`src/rtl/muldiv_sequencer.sv`:
```
// rtl/muldiv_sequencer.sv - iterative RV32M multiply/divide engine with pipeline stall
module muldiv_sequencer #(
    parameter int XLEN = 32
) (
    input  logic            clk,
    input  logic            rst,
    input  logic            start,
    input  logic [2:0]      f3,
    input  logic [XLEN-1:0] op_a,
    input  logic [XLEN-1:0] op_b,
    input  logic            flush,
    output logic            stall,
    output logic            done,
    output logic [XLEN-1:0] result
);
    localparam int CW = $clog2(XLEN);

    typedef enum logic [1:0] {IDLE, CALC, FIXUP, DONE} state_t;

    state_t              state, next_state;
    logic [2:0]          f3_q;
    logic                neg_a, neg_b;
    logic [XLEN-1:0]     opnd;
    logic [2*XLEN-1:0]   acc;
    logic [CW-1:0]       counter;

    logic                accept, signed_a, signed_b, sign_a, sign_b;
    logic [XLEN-1:0]     abs_a, abs_b;
    logic                div_zero, div_ovf, special;
    logic [XLEN-1:0]     special_val;
    logic [XLEN:0]       mul_sum, trial;
    logic [XLEN-1:0]     sub;
    logic [2*XLEN-1:0]   mul_next, div_next, prod_fix;
    logic [XLEN-1:0]     quo_fix, rem_fix, fix_val;

    always_comb begin
        accept   = (state == IDLE) && start && !flush;
        signed_a = (f3 == 3'b001) || (f3 == 3'b010) || (f3 == 3'b100) || (f3 == 3'b110);
        signed_b = (f3 == 3'b001) || (f3 == 3'b100) || (f3 == 3'b110);
        sign_a   = signed_a && op_a[XLEN-1];
        sign_b   = signed_b && op_b[XLEN-1];
        abs_a    = sign_a ? -op_a : op_a;
        abs_b    = sign_b ? -op_b : op_b;
        div_zero = f3[2] && (op_b == '0);
        div_ovf  = f3[2] && !f3[0] && (op_a == {1'b1, {(XLEN-1){1'b0}}}) && (&op_b);
        special  = div_zero || div_ovf;
        // Overflow DIV returns the dividend itself (0x80000000); overflow REM is zero.
        if (div_zero)
            special_val = f3[1] ? op_a : '1;
        else
            special_val = f3[1] ? '0 : op_a;
    end

    // One shift-add step (acc low half holds the multiplier) and one
    // restoring-subtract step (acc = {remainder, dividend/quotient}).
    always_comb begin
        mul_sum  = {1'b0, acc[2*XLEN-1:XLEN]} + {1'b0, opnd};
        mul_next = acc[0] ? {mul_sum, acc[XLEN-1:1]} : {1'b0, acc[2*XLEN-1:1]};
        trial    = acc[2*XLEN-1:XLEN-1];
        sub      = trial[XLEN-1:0] - opnd;
        if (trial >= {1'b0, opnd})
            div_next = {sub, acc[XLEN-2:0], 1'b1};
        else
            div_next = {trial[XLEN-1:0], acc[XLEN-2:0], 1'b0};
    end

    always_comb begin
        prod_fix = (neg_a ^ neg_b) ? -acc : acc;
        quo_fix  = (neg_a ^ neg_b) ? -acc[XLEN-1:0] : acc[XLEN-1:0];
        rem_fix  = neg_a ? -acc[2*XLEN-1:XLEN] : acc[2*XLEN-1:XLEN];
        if (f3_q[2])
            fix_val = f3_q[1] ? rem_fix : quo_fix;
        else if (f3_q[1:0] == 2'b00)
            fix_val = prod_fix[XLEN-1:0];
        else
            fix_val = prod_fix[2*XLEN-1:XLEN];
    end

    always_comb begin
        next_state = state;
        case (state)
            IDLE:  if (accept) next_state = special ? DONE : CALC;
            CALC:  if (counter == '0) next_state = FIXUP;
            FIXUP: next_state = DONE;
            DONE:  next_state = IDLE;
            default: next_state = IDLE;
        endcase
        if (flush) next_state = IDLE;
        stall = accept || (state == CALC) || (state == FIXUP);
        done  = (state == DONE);
    end

    always_ff @(posedge clk or posedge rst) begin
        if (rst) begin
            state   <= IDLE;
            f3_q    <= '0;
            neg_a   <= 1'b0;
            neg_b   <= 1'b0;
            opnd    <= '0;
            acc     <= '0;
            counter <= '0;
            result  <= '0;
        end else begin
            state <= next_state;
            if (accept) begin
                f3_q    <= f3;
                neg_a   <= sign_a;
                neg_b   <= sign_b;
                opnd    <= abs_b;
                acc     <= {{XLEN{1'b0}}, abs_a};
                counter <= CW'(XLEN-1);
                if (special) result <= special_val;
            end else if (state == CALC && !flush) begin
                acc     <= f3_q[2] ? div_next : mul_next;
                counter <= counter - 1'b1;
            end else if (state == FIXUP && !flush) begin
                result  <= fix_val;
            end
        end
    end
endmodule

```
`config.mk`:
```
export PLATFORM = sky130hd
export DESIGN_NAME = muldiv_sequencer
export DESIGN_NICKNAME = d
export VERILOG_FILES = /design/src/rtl/muldiv_sequencer.sv
export SDC_FILE = /design/constraint.sdc
export NUM_CORES = 1
export LEC_CHECK = 0
export ABC_AREA = 1
export CAP_MARGIN = 10
export CORE_AREA = 2 2 212 214
export DETAILED_ROUTE_END_ITERATION = 10
export DIE_AREA = 0 0 214 216
export DONT_BUFFER_PORTS = 1
export MAX_ROUTING_LAYER = met4
export PLACE_DENSITY_LB_ADDON = 0.12
export SLEW_MARGIN = 20
export SYNTH_ARGS = -nofsm -noshare
export SYNTH_HDL_FRONTEND = slang
export SYNTH_SLANG_ARGS = --single-unit
```
`constraint.sdc`:
```
create_clock -name clk -period 6.7 [get_ports clk]
set_input_delay 0.67 -clock clk [delete_from_list [all_inputs] [get_ports clk]]
set_output_delay 0.67 -clock clk [all_outputs]
set_load 0.02 [all_outputs]
```
; Yosys cells after proc, flatten, opt, wreduce, memory -nomap -nowiden
; Cells that the tools add are included.
[totals]
regBits = 140
input_bits = 71
elab_cells = 86
[classes]
add_sub_neg = 8
magnitude_cmp = 1
n_eq_ne = 12
mux = 27
bitwise_logic = 1
n_reduce_logical = 29
[op_table]
columns = op, n
row1 = 2-to-1 mux 32 bit, 14
row2 = 2-to-1 mux 64 bit, 6
row3 = negation 32 bit, 4
row4 = negation 64 bit, 1
row5 = adder 32 x 32 -> 33 bit, 1
row6 = greater-or-equal comparator 33 x 32 -> 1 bit, 1
row7 = "equality test 32 bit, second input constant", 1
row8 = logical NOT 32 bit, 1
row9 = AND reduction 32 bit, 1
row10 = subtractor 32 bit, 1
row11 = logical AND 1 bit, 10
row12 = 2-to-1 mux 5 bit, 2
row13 = logical OR 1 bit, 8
row14 = 2-to-1 mux 2 bit, 4
row15 = case mux 2 bit (4 select lines), 1
row16 = "equality test 3 bit, second input constant", 2
row17 = "!= test 3 bit, second input constant", 2
row18 = logical NOT 5 bit, 1
row19 = "subtractor 5 x 1 -> 5 bit, second input constant", 1
row20 = "equality test 2 bit, second input constant", 2
row21 = logical NOT 2 bit, 2
row22 = nonzero test 2 bit, 2
row23 = "equality test 3 x 1 -> 1 bit, second input constant", 1
row24 = "equality test 3 x 2 -> 1 bit, second input constant", 1
row25 = other kinds (7), 8

; Longest topological paths before layout
[depth]
ltp_word = 9
depth_mapped = 18

; Worst setup path before layout
; No wires, ideal clock.
[synth_path]
kind = input-to-output
from = input flush
to = output stall
arrival_time_ns = 1.748
required_time_ns = 6.030
slack_ns = 4.282
path_stages = 6
cell_sequence = inv_2 > nand3_2 > buf_2 > buf_1 > clkbuf_1 > nand3_1
[synth_between]
elab_chain_len = 4
[synth_rtl]
columns = item, line
row1 = from (decl), 11  ; input logic flush,
row2 = logical NOT 1 bit, 37  ; accept = (state == IDLE) && start && !flush;
row3 = logical AND 1 bit, 37
row4 = logical OR 1 bit (2 in series), 89  ; stall = accept || (state == CALC) || (state == FIXUP);
row5 = to (decl), 12  ; output logic stall,
; Every way passes these cells.

; Worst setup path in the final report
[layout_path]
from = register state[0]
to = register result[16]
[layout_between]
elab_chain_len = 5
elab_cells_between_ends = 12
classes_between = eq/ne (4) / mux (1) / reduce/logical (7)
[layout_rtl]
columns = item, line
row1 = from (decl), 20  ; state_t state, next_state;
row2 = from (signal assigned), 104  ; state <= next_state;
row3 = logical NOT 2 bit, 37
row4 = logical AND 1 bit (2 in series), 37
row5 = "!= test 2 x 1 -> 1 bit (no source line), or another cell as far along", n/a
row6 = AND reduction 3 bit (no source line), n/a
row7 = to (signal assigned), 112  ; if (special) result <= special_val;
row8 = to (signal assigned), 117  ; result <= fix_val;
row9 = to (decl), 14  ; output logic [XLEN-1:0] result
; Several ways; a longest one is shown, not always the timed one.
; A chain may end at the register's enable or synchronous reset.

==> metrics <==
Placed Cells=3477; Clock Sinks=140; Final Hold Fails=0; status=finished, final reports clean; initial antenna violation count=4; Slowest-stage cell, CP=buf_4; setup_tns=0 ns; hold slack=~0.16 ns; post-synthesis to final-layout area growth=5.41%; placed instance area=between 15000 and 20000 um^2; Avg WL per Cell=about 23 um; worst min path class=in -> async; PwrDens=roughly 640 nW/um^2; Die Span Y=roughly 220 um; Yosys top cell area share=between 20% and 30%; non-filler cells, final=about 3500; remaining antenna violation count=0; largest net degree at the start of global routing=between 80 and 90; Core Region=approximately 44000 um^2; Async SR Flop Fraction=between 90% and 100%; I/O pin count=about 110; final setup fails=0; final instance area=~18000 um^2; crit path time final=3.65 ns; CTS buffer count=17; VDD IR max=roughly 0.00033 V; post-synthesis sequential area ratio=between 20% and 30%; Overall Global Routing Usage=a little over a third; max_slew headroom=between 30 and 40%; CP required=approximately 7.1 ns; Tcrit/Tclk final=~54%; Vias/cell=approximately 6; Syn Area/Cell=about 6 um^2; Overflow after GRT=0; Critical R2R Capture=result[16]; clk_lat worst skew=slightly below 0.5 ns; Worst-Margin Slew=between 0.9 and 1 ns; Worst Setup Start Kind=flip-flop; clk slew on worst S/H paths=roughly 0.070 ns; MaxCap Viol Count=0; vias in the first global route=around 19000; Max stage delay on crit path=approximately 0.56 ns; Achievable Freq=roughly 270 MHz; top cells by area, synth=nand2_1, dfrtp_1, nand3_1; initial core utilization=39.7%; H-tree depth=4; critical path arrival=between 4 and 5 ns; WS Path Type=reg -> reg; Max clock buf depth=2; DRT iter0 DRCs=between 2000 and 3000; first-pass GRT wire length=122000 um; clock root cell=clkbuf_16; worst-path cell chain=inv_1 > ha_1 > nand3_4 > inv_2 > buf_4 > nand3_2 > nand3_4 > clkinv_2 > nand3_1 > nand2_1; TritonCTS clock tree=yes; total number of vias=~21000; fin util=a little over two fifths; die area=roughly 46000 um^2; most used cell, CP=nand3_4; share of layout cells above drive strength 1=around 4.7%; fin worst setup slack=approximately 3.1 ns; r2r startpoint=state[0]; post-synth top area cell=nand2_1; RePlAce Congestion=a little over 1; 1st-pass router iterations=7; DR DRC count=0; post-detail-place hpwl=about 65000 um; Post-synth top flop=dfrtp_1; Crit. End Element=flip-flop; Yosys reg bits=140; synth warn=0; worst slack at placement=a little under 3 ns; Leak=8.94 nW; input/output buffers=0; Max Clock Skew=0.0122 ns; Detailed Route WL=roughly 82000 um; R2R setup slack=about 3.1 ns; worst reg2reg path depth=10; Post-Syn Area=17400 um^2; layout net count=roughly 3000; RSZ-0062 raised after global routing=no; most instantiated library cell after synthesis=nand2_1; CP max FO=53; Synthesized Nets=between 3000 and 4000; # rows=77; postcts setup bufs=0; Max Slew Vio Count=0; PostCTS Resize Cnt=0; Die X=about 210 um; CTS Hold Bufs=0; Pwr Total=between 10 and 15 mW; commonest cells in the netlist=nand2_1, nand3_1, inv_1; synth unique cells=56; EDFF count, synth=0; cell count after synthesis=about 3000
[kinds of logic (layout without fill, tap and decap cells)]
logic type | count (synthesis) | after routing | share of synthesized area [%]
AO/OA/AOI/OAI | 544 | 544 | 17.9
XOR/XNOR | 70 | 70 | 3.63
other | 0 | 3 | 0
AND/OR/NAND/NOR | 1711 | 1711 | 42.3
buffers and inverters | 436 | 374 | 10.2
adder cells (fa/ha/maj) | 78 | 78 | 5.70
flip-flops | 140 | 140 | 20.1
[layout make-up]
| class | instances | area, um^2 |
|---|---|---|
| Antenna cell | 3 | 7.51 |
| Clock buffer | 19 | 433 |
| Clock inverter | 13 | 155 |
| Fill cell | 4900 | 25500 |
| Inverter | 324 | 1230 |
| Multi-Input combinational cell | 2403 | 12100 |
| Sequential cell | 140 | 3500 |
| Tap cell | 592 | 741 |
| Timing Repair Buffer | 18 | 135 |
[flip-flops by register name (all words and copies together) (netlist names)]
register,count
state,2
f3_q,3
counter,5
result,32
opnd,32
neg_a,1
acc,64
neg_b,1
[worst max-delay path, delay by kind of cell, from the launching register on]
kind | cells | cell delay, ns
adder cells (fa/ha/maj) | 1 | 0.25
buffers and inverters | 4 | 1.69
AND/OR/NAND/NOR | 5 | 1.17
flip-flops | 1 | 0.40
[where the power goes]
part           switching [mW]  internal [mW]
Clock                   0.435          0.555
Sequential              0.905           1.22
Combinational            6.16           2.41
Total                    7.50           4.19
[worst max path at each step]
stage | startpoint | endpoint | slack, ns | cells past startpoint
floorplan | rst | acc[0] | 2.28 | 1
global placement | state[0] | result[28] | 3.14 | 10
detailed placement | state[1] | result[16] | 2.98 | 10
CTS | state[1] | result[16] | 2.99 | 10
global route | state[0] | result[16] | 2.60 | 10
finish | state[0] | result[16] | 3.05 | 10
[layer usage]
layer  GRT usage (%)  routed length (um)
met1            53.5               38700
met2            46.4               31300
met3            11.6               10500
met4            9.46                1830
met5               -                   0
[layout by cell type (no fill, tap or decap), types with 6 or more instances in the layout]
| cell | count |
|---|---|
| a22oi_1 | 27 |
| buf_4 | 18 |
| clkbuf_16 | 17 |
| nand3b_1 | 20 |
| ha_1 | 76 |
| a221oi_1 | 29 |
| a31oi_1 | 8 |
| dfrtp_1 | 139 |
| xnor2_1 | 7 |
| nand3_2 | 7 |
| inv_2 | 15 |
| nor4_1 | 8 |
| nor3_1 | 15 |
| xor2_1 | 62 |
| nand2_2 | 7 |
| nand2_1 | 934 |
| a21oi_1 | 189 |
| o21bai_1 | 6 |
| o21ai_1 | 33 |
| nor2_4 | 9 |
| nor2_1 | 289 |
| inv_1 | 301 |
| nand4_1 | 51 |
| o211ai_1 | 41 |
| inv_6 | 6 |
| o21ai_0 | 187 |
| or2_2 | 9 |
| nand3_1 | 329 |
| nor2_2 | 19 |
(Power assumes the default switching activity.)
